File: src/rtl/mux_arb_pkg.sv
// Shared constants and types for the 8-way round-robin arbiter slice.
// Requester count, select/burst widths and the FSM state encoding.
package mux_arb_pkg;

    localparam int N_REQ  = 8;
    localparam int SEL_W  = 3;
    localparam int BCNT_W = 4;

    typedef enum logic {
        IDLE  = 1'b0,
        GRANT = 1'b1
    } state_t;

    function automatic logic [N_REQ-1:0] onehot(
        input logic [SEL_W-1:0] i
    );
        logic [N_REQ-1:0] v;
        v    = '0;
        v[i] = 1'b1;
        return v;
    endfunction

endpackage

File: src/rtl/mux8to1.sv
// Shared 8:1 single-bit data mux, steered by the arbiter select.
module mux8to1
    import mux_arb_pkg::*;
(
    input  logic [N_REQ-1:0] d,
    input  logic [SEL_W-1:0] s,
    output logic             y
);

    assign y = d[s];

endmodule

File: src/rtl/rr_pick8.sv
// Rotating-priority picker: first set req bit scanning ptr, ptr+1, ...
// Pure combinational; found is low when no request is pending.
module rr_pick8
    import mux_arb_pkg::*;
(
    input  logic [N_REQ-1:0] req,
    input  logic [SEL_W-1:0] ptr,
    output logic             found,
    output logic [SEL_W-1:0] idx
);

    logic [SEL_W-1:0] cand;

    // Scan from the far end so the position closest to ptr wins last.
    always_comb begin
        found = 1'b0;
        idx   = ptr;
        cand  = '0;
        for (int k = N_REQ - 1; k >= 0; k--) begin
            cand = ptr + SEL_W'(k);
            if (req[cand]) begin
                found = 1'b1;
                idx   = cand;
            end
        end
    end

endmodule

File: src/rtl/mux8_rr_arbiter.sv
// Round-robin 8-way arbiter with burst limit steering a shared 8:1 mux.
// Releases on owner drop or after MAX_BURST accepted transfers.
module mux8_rr_arbiter
    import mux_arb_pkg::*;
#(
    parameter int MAX_BURST = 4
) (
    input  logic             clk,
    input  logic             reset,
    input  logic [N_REQ-1:0] req,
    input  logic [N_REQ-1:0] din,
    input  logic             ready,
    output logic [N_REQ-1:0] gnt,
    output logic [SEL_W-1:0] sel,
    output logic             dout,
    output logic             dvalid,
    output logic             busy
);

    state_t            state;
    logic [SEL_W-1:0]  ptr;
    logic [SEL_W-1:0]  sel_q;
    logic [BCNT_W-1:0] bcnt;
    logic [N_REQ-1:0]  gnt_q;

    logic              owner_req;
    logic              xfer;
    logic              last;
    logic              rel;
    logic [SEL_W-1:0]  pick_ptr;
    logic [SEL_W-1:0]  pick_idx;
    logic              found;

    assign owner_req = req[sel_q];
    assign busy      = (state == GRANT);
    assign dvalid    = busy && owner_req;
    assign xfer      = dvalid && ready;
    assign last      = (bcnt == BCNT_W'(MAX_BURST - 1));
    assign rel       = busy && (!owner_req || (xfer && last));

    // On release the pointer moves past the owner in the same cycle.
    assign pick_ptr  = busy ? sel_q + SEL_W'(1) : ptr;

    rr_pick8 u_pick (
        .req   (req),
        .ptr   (pick_ptr),
        .found (found),
        .idx   (pick_idx)
    );

    mux8to1 u_mux (
        .d (din),
        .s (sel_q),
        .y (dout)
    );

    always_ff @(posedge clk) begin
        if (!reset) begin
            state <= IDLE;
            ptr   <= '0;
            sel_q <= '0;
            bcnt  <= '0;
            gnt_q <= '0;
        end else begin
            unique case (state)
                IDLE: begin
                    if (found) begin
                        state <= GRANT;
                        gnt_q <= onehot(pick_idx);
                        sel_q <= pick_idx;
                        bcnt  <= '0;
                    end else begin
                        gnt_q <= '0;
                    end
                end
                GRANT: begin
                    if (rel) begin
                        ptr <= sel_q + SEL_W'(1);
                        if (found) begin
                            gnt_q <= onehot(pick_idx);
                            sel_q <= pick_idx;
                            bcnt  <= '0;
                        end else begin
                            state <= IDLE;
                            gnt_q <= '0;
                        end
                    end else if (xfer) begin
                        bcnt <= bcnt + BCNT_W'(1);
                    end
                end
                default: begin
                    state <= IDLE;
                    gnt_q <= '0;
                end
            endcase
        end
    end

    assign gnt = gnt_q;
    assign sel = sel_q;

endmodule

File: config.mk
export PLATFORM = sky130hd
export DESIGN_NAME = mux8_rr_arbiter
export DESIGN_NICKNAME = d
export VERILOG_FILES = /design/src/rtl/mux_arb_pkg.sv /design/src/rtl/mux8to1.sv /design/src/rtl/rr_pick8.sv /design/src/rtl/mux8_rr_arbiter.sv
export SDC_FILE = /design/constraint.sdc
export NUM_CORES = 1
export LEC_CHECK = 0
export ABC_AREA = 1
export CAP_MARGIN = 0
export CORE_MARGIN = 2
export CORE_UTILIZATION = 45
export CTS_CLUSTER_DIAMETER = 50
export DETAILED_ROUTE_END_ITERATION = 12
export PLACE_DENSITY = 0.75
export SETUP_SLACK_MARGIN = 0.3
export SYNTH_ARGS = -nofsm -noshare
export SYNTH_HDL_FRONTEND = slang
export SYNTH_HIERARCHICAL = 1
export SYNTH_SLANG_ARGS = --single-unit
File: constraint.sdc
create_clock -name clk -period 3.59 [get_ports clk]
set_input_delay 0.5385 -clock clk [delete_from_list [all_inputs] [get_ports clk]]
set_output_delay 0.5385 -clock clk [all_outputs]
set_load 0.02 [all_outputs]
## Yosys cells after proc, flatten, opt, wreduce, memory -nomap -nowiden

Cells that the tools add are included.

- RAM bits: 0
- Register bits: 19
- Bits in read-only memories: 0
- Output and inout bits: 14
- Memories kept: 0
- Latch bits: 0
- Bits of input ports: 19
- Logic and storage cells: 89

- Mux-type cells: 52
- Bitwise operators: 1
- Add/subtract/negate cells: 9
- Multiply operators: 0
- Equality and inequality tests: 3
- Shift operators: 0
- Magnitude comparators: 11
- Reductions and logical operators: 8
- Divide/modulo/power cells: 0

Operators with widths:

| kind | number |
|---|---|
| less-than comparator 3 x 4 -> 1 bit (second input constant) | 10 |
| 2-to-1 mux 3 bit | 11 |
| binary-select mux 1 bit (select 3 bit) | 10 |
| 2-to-1 mux 1 bit | 21 |
| 2-to-1 mux 8 bit | 2 |
| case mux 8 bit (2 select lines) | 1 |
| adder 3 bit (second input constant) | 4 |
| 2-to-1 mux 4 bit | 3 |
| case mux 4 bit (2 select lines) | 1 |
| adder 3 x 1 -> 3 bit (second input constant) | 2 |
| adder 3 x 2 -> 3 bit (second input constant) | 2 |
| case mux 3 bit (2 select lines) | 1 |
| logical AND 1 bit | 5 |
| adder 4 x 1 -> 4 bit (second input constant) | 1 |
| equality test 4 x 2 -> 1 bit (second input constant) | 1 |
| demux 1 bit (select 3 bit) | 1 |
| greater-or-equal comparator 3 x 1 -> 1 bit (second input constant) | 1 |
| inequality test 3 x 1 -> 1 bit (second input constant) | 1 |
| inequality test 2 x 1 -> 1 bit (second input constant) | 1 |
| case mux 1 bit (2 select lines) | 1 |
| AND reduction 2 bit | 1 |
| zero test 1 bit | 1 |
| logical OR 1 bit | 1 |
| inverter 1 bit | 1 |

## Depth between registers and ports, before layout

Gate-level depths: netlist of run 1.

- Word-level depth: 20
- Mapped depth: 23
- Depth with buffers taken out: 22

## By module

Netlist of run 1, hierarchy kept.

By module, submodules not included:

| module | area each (sq um) | times used | cells an instance | sequential area each (sq um) |
|---|---|---|---|---|
| mux8_rr_arbiter | 1091.0 | 1 | 154 | 380.4 |
| rr_pick8 | 686.9 | 1 | 126 | 0.0 |
| mux8to1 | 110.1 | 1 | 28 | 0.0 |

## Least setup slack after synthesis of run 1

Ideal clock, no wire load.

- Kind: reg-to-reg
- Start: register state, in the netlist busy
- End: register gnt_q[4], in the netlist gnt[4]
- Clock period less this slack: 3033 ps
- Cell stages (with the launch flop): 23
- Arrival time: 2964 ps
- Path slack: 557 ps
- Required time: 3521 ps
- Path buffers: 2
- Library setup time: 69 ps
- Cell sequence: dfxtp_1 -> inv_1 -> o21ai_0 -> buf_6 -> inv_8 -> ha_1 -> inv_2 -> nand3_1 -> nand3_2 -> nand2_2 -> inv_2 -> o21ai_2 -> nand2_1 -> nand2_1 -> nand2_1 -> nand2_1 -> nand2_1 -> nand2_1 -> nand2_1 -> buf_2 -> nor3_1 -> nand2_1 -> a21oi_2

- Word-level cells in the longest chain between the ends: 19
- Elaborated cells on any way between the ends: 55
- Classes of those cells: add/sub: 7; order compare: 2; eq/ne: 1; mux: 38; bitwise: 1; reduce/logical: 6

RTL lines:

| what | RTL line | source |
|---|---|---|
| from (decl) | mux8_rr_arbiter.sv:20 | `state_t state;` |
| from (signal assigned) | mux8_rr_arbiter.sv:59 | `state <= IDLE;` |
| from (signal assigned) | mux8_rr_arbiter.sv:68 | `state <= GRANT;` |
| from (signal assigned) | mux8_rr_arbiter.sv:84 | `state <= IDLE;` |
| 2-to-1 mux 3 bit (*) | mux8_rr_arbiter.sv:42 | `assign pick_ptr = busy ? sel_q + SEL_W'(1) : ptr;` |
| net pick_ptr[0] | mux8_rr_arbiter.sv:30 | `logic [SEL_W-1:0] pick_ptr;` |
| adder 3 bit | rr_pick8.sv:20 | `cand = ptr + SEL_W'(k);` |
| binary-select mux 1 bit (select 3 bit) | rr_pick8.sv:21 | `if (req[cand]) begin` |
| 2-to-1 mux 1 bit (implied by the code) | rr_pick8.sv:21 |  |
| 2-to-1 mux 3 bit (7 in a row) | rr_pick8.sv:21 |  |
| 2-to-1 mux 3 bit (*) | rr_pick8.sv:21 |  |
| net pick_idx[0] | mux8_rr_arbiter.sv:31 | `logic [SEL_W-1:0] pick_idx;` |
| less-than comparator 3 x 4 -> 1 bit (implied by the code) or greater-or-equal comparator 3 x 1 -> 1 bit (tied branches) | mux_arb_pkg.sv:19 | `v[i] = 1'b1;` |
| logical AND 1 bit (implied by the code) | mux_arb_pkg.sv:19 |  |
| 2-to-1 mux 1 bit (implied by the code) | mux_arb_pkg.sv:19 |  |
| demux 1 bit (select 3 bit) (*) | mux_arb_pkg.sv:19 |  |
| 2-to-1 mux 8 bit (*) | mux8_rr_arbiter.sv:67, mux8_rr_arbiter.sv:79 |  |
| 2-to-1 mux 8 bit | mux8_rr_arbiter.sv:77 | `if (rel) begin` |
| case mux 8 bit (2 select lines) (*) | mux8_rr_arbiter.sv:65 | `unique case (state)` |
| to (signal assigned) | mux8_rr_arbiter.sv:69 | `gnt_q <= onehot(pick_idx);` |
| to (signal assigned) | mux8_rr_arbiter.sv:80 | `gnt_q <= onehot(pick_idx);` |
| to (decl) | mux8_rr_arbiter.sv:24 | `logic [N_REQ-1:0] gnt_q;` |

The timed path passes the listed nets; every way through them passes the cells marked *. The select of a mux whose other input is x is not followed.
A chain may end at the register's enable or synchronous reset.

## Worst setup path in the final report of run 1

- Start: register state, in the netlist busy
- End: register gnt_q[2], in the netlist gnt[2]

Same word-level chain as after synthesis.

==> flow_summary.yaml, run 1 <==
global_route:
  grt_pass1_wl_microns: 7659
  grt_max_degree: 15
  grt_pass1_vias: 1760
  grt_usage_pct: 20.97
  antenna_found_initial: 0
  gr-total-overflow: 0
detailed_routing:
  viasPerCell: 5.074
  antenna_left: 0
  wl_per_cell_microns: 11.95
  drtIter0Drc: 170
  first_pass_iters: 4
  drcViolationCount: 0
  vias: 1979
  drt_wl_total_microns: 4660
cts:
  numCtsBuffers: 3
  cts_hold_buf: 0
  clockBufferDepth: 2
  cts_max_level: 1
  clkLatencyLatePin_ns: 0.25
  clk_pin_slew_worst_paths_ns: 0.07
  clkSinkCount: 19
  cts_tree: "yes"
  cts_root_buf: "clkbuf_8"
logic_synthesis:
  synth_warnings: 6
  muxShareOfSynthArea_pct: 0
  syn_nets: 331
  syn_inst: 308
  synth_area_per_cell_sq_um: 6.130
  synth_top_family_by_area: "simple AND/OR/NAND/NOR gates"
  ys_seq_area_share_pct: 20.15
  netlist_top_cells_area: "dfxtp_1 (20%), nand2_1 (19%), nand3_1 (10%)"
  synth_compound_area_share_pct: 9.543
  synth_area_sq_mm: 0.001888
  synthDistinctLibCells: 31
  synth_fa_ha_area_share_pct: 2.651
  synth-xor-area-share_pct: 3.115
  synth_top_cell_by_area: "dfxtp_1"
  yosysTopAreaCellShare_pct: 20.15
  yosys.area_share.simple_pct: 50.70
  ys_seq_elements: 19
timing:
  hold_viol_final: 0
  tightest_slew_ns: 0.4416
  skew_ns: 0.002953
  fmax_ghz: 0.3367
  finalHoldWorstSlack_ns: 0.4656
  drv_slew: 0
  setup_violations: 0
  rsz0062_at_grt: "no"
  fin_setup_tns_ns: 0
  max-slew-margin-rel_pct: 70.53
  fin_crit_sh_pct: 82.74
  period_minus_slack_ns: 2.970
place:
  gp_congestion: 0.9657
  post-dp-hpwl_microns: 3691
  numPortBuffers: 32
  place_area_sq_mm: 0.002236
setup_path:
  critPathRequiredTime_ns: 3.78
  crit_path_max_fanout: 11
  worst_setup_path_end_kind: "register"
  path_class: "register to register"
  arrival_ns: 3.16
  worstSetupStartpointType: "register"
floorplanning:
  die_h_microns: 68.78
  die_area_sq_mm: 0.004730
  ios: 33
  die_w_microns: 68.78
  rows: 23
  core_area_sq_mm: 0.004029
  start_util_pct: 46.86
power:
  peakVddDrop_v: 0.0004924
  power-per-cell-area_mw_per_mm2: 919.3
  leakagePower_nw: 1.127
hold_path:
  hold_class: "register to register"
final_layout:
  fillers: 402
  diodes: 0
  final_cell_mix: "nand2_1 (96), inv_1 (39), nand3_1 (39)"
  regArea_sq_um: 382.9
  drive_gt1_share_pct: 17.94
  area_delta_synth_final_pct: 21.60
  final_nets: 364
  layout_commonest_cell: "nand2_1"
  multi_input_area_sq_mm: 0.001257
  design_area_sq_mm: 0.002296
flow_run:
  max_cap_violations: 0
run_status:
  outcome: "finished clean"
-- report_power, final --
| group | switching, mW | leakage (nW) | total (mW) | internal (mW) |
|---|---|---|---|---|
| Sequential | 0.0439 | 0.156 | 0.309 | 0.265 |
| Combinational | 1.07 | 0.946 | 1.65 | 0.584 |
| Clock | 0.0705 | 0.0255 | 0.148 | 0.0770 |
-- metrics by stage --
stage	total power [mW]	setup slack [ns]	cells	util (%)
after global placement	1.936	0.3652	386	55.50
after detailed placement	1.937	0.3365	386	55.50
after floorplan	1.592	0.5570	308	-
final	2.111	0.6196	390	56.99
after CTS	2.096	0.3081	390	56.65
after global routing	2.338	0.3067	390	56.99
-- synthesized netlist by cell type, drive strengths merged --
master,n
a21oi,20
a31oi,2
buf,5
clkbuf,2
clkinv,1
dfxtp,19
ha,4
inv,49
nand2,110
nand3,53
nand4,9
nor2,16
nor3,4
o21ai,9
xnor2,2
xor2,3
-- sequential cells by signal, indices dropped and copies added (netlist names) --
name / count
gnt: 8
bcnt: 4
sel: 3
ptr: 3
busy: 1
-- critical path, stage by stage, from the launching register on --
cell and delay (ns):
dfxtp_2 0.41, inv_1 0.15, o21ai_0 0.17, buf_4 0.22
inv_8 0.06, ha_2 0.33, inv_2 0.13, nand3_1 0.15
nand3_2 0.11, nand2_2 0.07, inv_2 0.07, nand3_2 0.07
nand2_1 0.06, nand2_1 0.04, nand3_1 0.06, nand2_1 0.05
nand2_1 0.05, nand2_1 0.05, nand2_1 0.19, inv_1 0.09
nor3_1 0.15, nand2_1 0.09, a21oi_2 0.12
-- cell type report --
type                       instances  area share, %
clock inverter                     1         0.2180
tap                               50          2.725
multi-input combinational        232          54.77
timing repair buffer              35          14.93
sequential                        19          16.68
clock buffer                       3          1.798
inverter                          50          8.883
-- cells by family (layout without fill, tap and decap cells) --
| kind of cell | Yosys count | in the layout |
|---|---|---|
| flops | 19 | 19 |
| xor+xnor | 5 | 5 |
| simple gates | 192 | 192 |
| compound gates | 31 | 31 |
| fa+ha+maj | 4 | 4 |
| buf+inv | 57 | 89 |
-- worst paths after layout --
kind | start | endpoint | slack (ns) | depth (start not counted)
worst max-delay path | busy | gnt[2] | 0.62 | 22
worst min-delay path | gnt[3] | gnt[3] | 0.47 | 2
worst max register to register | busy | gnt[2] | 0.62 | 22
worst min register to register | gnt[3] | gnt[3] | 0.47 | 2
-- repair_timing --
action | CTS | global route
resized for setup | 0 | 7
setup endpoints to repair | 0 | 16
setup buffers | 0 | 0
-- metal layers --
metal,track usage [%],share of wire (%),vias up
met3,3.409,7.4,2
li1,-,-,1048
met5,0,0,-
met1,29.38,49,867
met4,1.471,0.17,0
met2,35.34,44,62
No activity file was read; power rests on OpenSTA's default activity.
==> run 2, diff against run 1 <==
Clock period 3.59 ns to 3 ns, I/O delays scaled along.
==> run 2 against run 1 <==
Die area did not move. Setup slack got worse by 0.24 ns. Critical endpoint is now dvalid. Register-to-register slack got worse by 0.19 ns. Combinational power rose by 45%. Routed wire length rose by 9.6%. Utilization rose by 6.8 points.
==> flow_summary.yaml, run 2 (same netlist as run 1, synthesis figures left out) <==
floorplanning:
  start_util_pct: 46.86
  die_w_microns: 68.78
  core_area_sq_mm: 0.004029
  ios: 33
  die_area_sq_mm: 0.004730
  rows: 23
  die_h_microns: 68.78
global_route:
  grt_usage_pct: 20.58
  grt_pass1_vias: 1708
  gr-total-overflow: 0
  grt_pass1_wl_microns: 7521
  antenna_found_initial: 0
  grt_max_degree: 13
power:
  power-per-cell-area_mw_per_mm2: 1141
  leakagePower_nw: 1.226
  p_total_mw: 2.931
  peakVddDrop_v: 0.0006296
setup_path:
  arrival_ns: 2.17
  crit_chain: "clkdlybuf4s50_1 -> inv_1 -> nand2_1 -> nand3_2 -> nand3_2 -> nand2_2 -> nor2_8 -> clkdlybuf4s50_1"
  path_class: "input port to primary output"
  critPathTopFamily: "buffers and inverters"
  worstSetupStartpointType: "input port"
  crit_path_max_fanout: 6
  worst_setup_path_end_kind: "primary output"
  path_buf_inv: 3
  max_stage_delay_ns: 0.62
  crit_slowest_cell: "clkdlybuf4s50_1"
  critPathRequiredTime_ns: 2.55
flow_run:
  max_cap_violations: 0
cts:
  cts_tree: "yes"
  clkSinkCount: 19
  clkLatencyLatePin_ns: 0.25
  clk_pin_slew_worst_paths_ns: 0.07
  cts_max_level: 1
  clockBufferDepth: 2
  numCtsBuffers: 3
  cts_root_buf: "clkbuf_8"
  cts_hold_buf: 0
timing:
  fin_crit_sh_pct: 87.18
  hold_viol_final: 0
  setup_violations: 0
  fin_ws_ns: 0.3845
  skew_ns: 0.004873
  rsz0062_at_grt: "no"
  max-slew-margin-rel_pct: 71.13
  period_minus_slack_ns: 2.616
  fin_setup_tns_ns: 0
  fmax_ghz: 0.3823
  tightest_slew_ns: 0.4326
  drv_slew: 0
detailed_routing:
  antenna_left: 0
  drtIter0Drc: 140
  viasPerCell: 5.185
  first_pass_iters: 4
  wl_per_cell_microns: 12.61
  drt_wl_total_microns: 5109
  vias: 2100
  drcViolationCount: 0
place:
  place_ws_ns: 0.1287
  gp_congestion: 0.8831
  numPortBuffers: 32
  dp.cells: 388
  post-dp-hpwl_microns: 3669
final_layout:
  fillers: 357
  diodes: 0
  regArea_sq_um: 391.6
  multi_input_area_sq_mm: 0.001404
  area_delta_synth_final_pct: 36.05
  largest_reg_flops: 8
  drive_gt1_share_pct: 26.76
  final_cell_mix: "nand2_1 (90), inv_1 (37), nand3_1 (34)"
  layout_commonest_cell: "nand2_1"
  stdcell_count: 405
  fin_util_pct: 63.76
  final_nets: 379
run_status:
  outcome: "finished clean"
hold_path:
  hold_class: "register to register"
==> run 2: changes by cell type in the layout (fill, tap and decap cells not counted), moves of 2 or more <==
cell / before / now
buf_4: 3 / 16
dfxtp_2: 2 / 0
dfxtp_4: 0 / 3
ha_4: 0 / 2
inv_1: 39 / 37
nand2_1: 96 / 90
nand2_2: 13 / 15
nand2_4: 1 / 5
nand3_1: 39 / 34
nand3_4: 0 / 4
nor3_1: 4 / 1
nor3_2: 0 / 3
==> run 2: power by group <==
part	leakage [nW]	switching, mW	internal [mW]
clock network	0.0228	0.0839	0.0944
logic	1.05	1.47	0.915
registers	0.157	0.0447	0.321
==> run 2: final cells by class <==
type                    count  share of cell area, %
inverters                  50                  8.134
clock buffers               4                  1.754
multi-input cells         232                  54.65
flip-flops and latches     19                  15.25
well taps                  50                  2.435
repair buffers             50                  17.78
==> run 2: worst paths after layout <==
path / startpoint / to / slack [ns] / cells after the start
max reg2reg: sel[1] / gnt[3] / 0.43 / 22
max: req[3] / dvalid / 0.38 / 8
min reg2reg: gnt[3] / gnt[3] / 0.46 / 2
min: gnt[3] / gnt[3] / 0.46 / 2
==> run 2: tightest hold or removal path, cell delays in order, from the launching register on <==
cell,delay (ns)
dfxtp_1,0.31
nand2_1,0.06
a21oi_1,0.05
==> run 2: metrics by stage <==
step | cell area (sq um) | hold slack (ns)
5_1_grt | 2569 | 0.4933
3_5_place_dp | 2270 | 0.4597
3_3_place_gp | 2270 | 0.4564
6_report | 2569 | 0.4602
4_1_cts | 2352 | 0.4670
2_1_floorplan | 1907 | 0.4313
==> run 2: timing repair <==
| action | in CTS | in global routing |
|---|---|---|
| endpoints found under the setup margin | 15 | 16 |
| pin swaps | 1 | 12 |
| buffers inserted | 2 | 10 |
| resized for setup | 8 | 28 |
| cloned | 0 | 1 |
==> run 2: per-layer routing <==
layer	track usage, %	vias up	wire length (microns)
met1	27.84	931	2250
met4	1.716	0	27
li1	-	1083	-
met3	3.571	4	339
met2	35.58	82	2492
met5	0	-	0
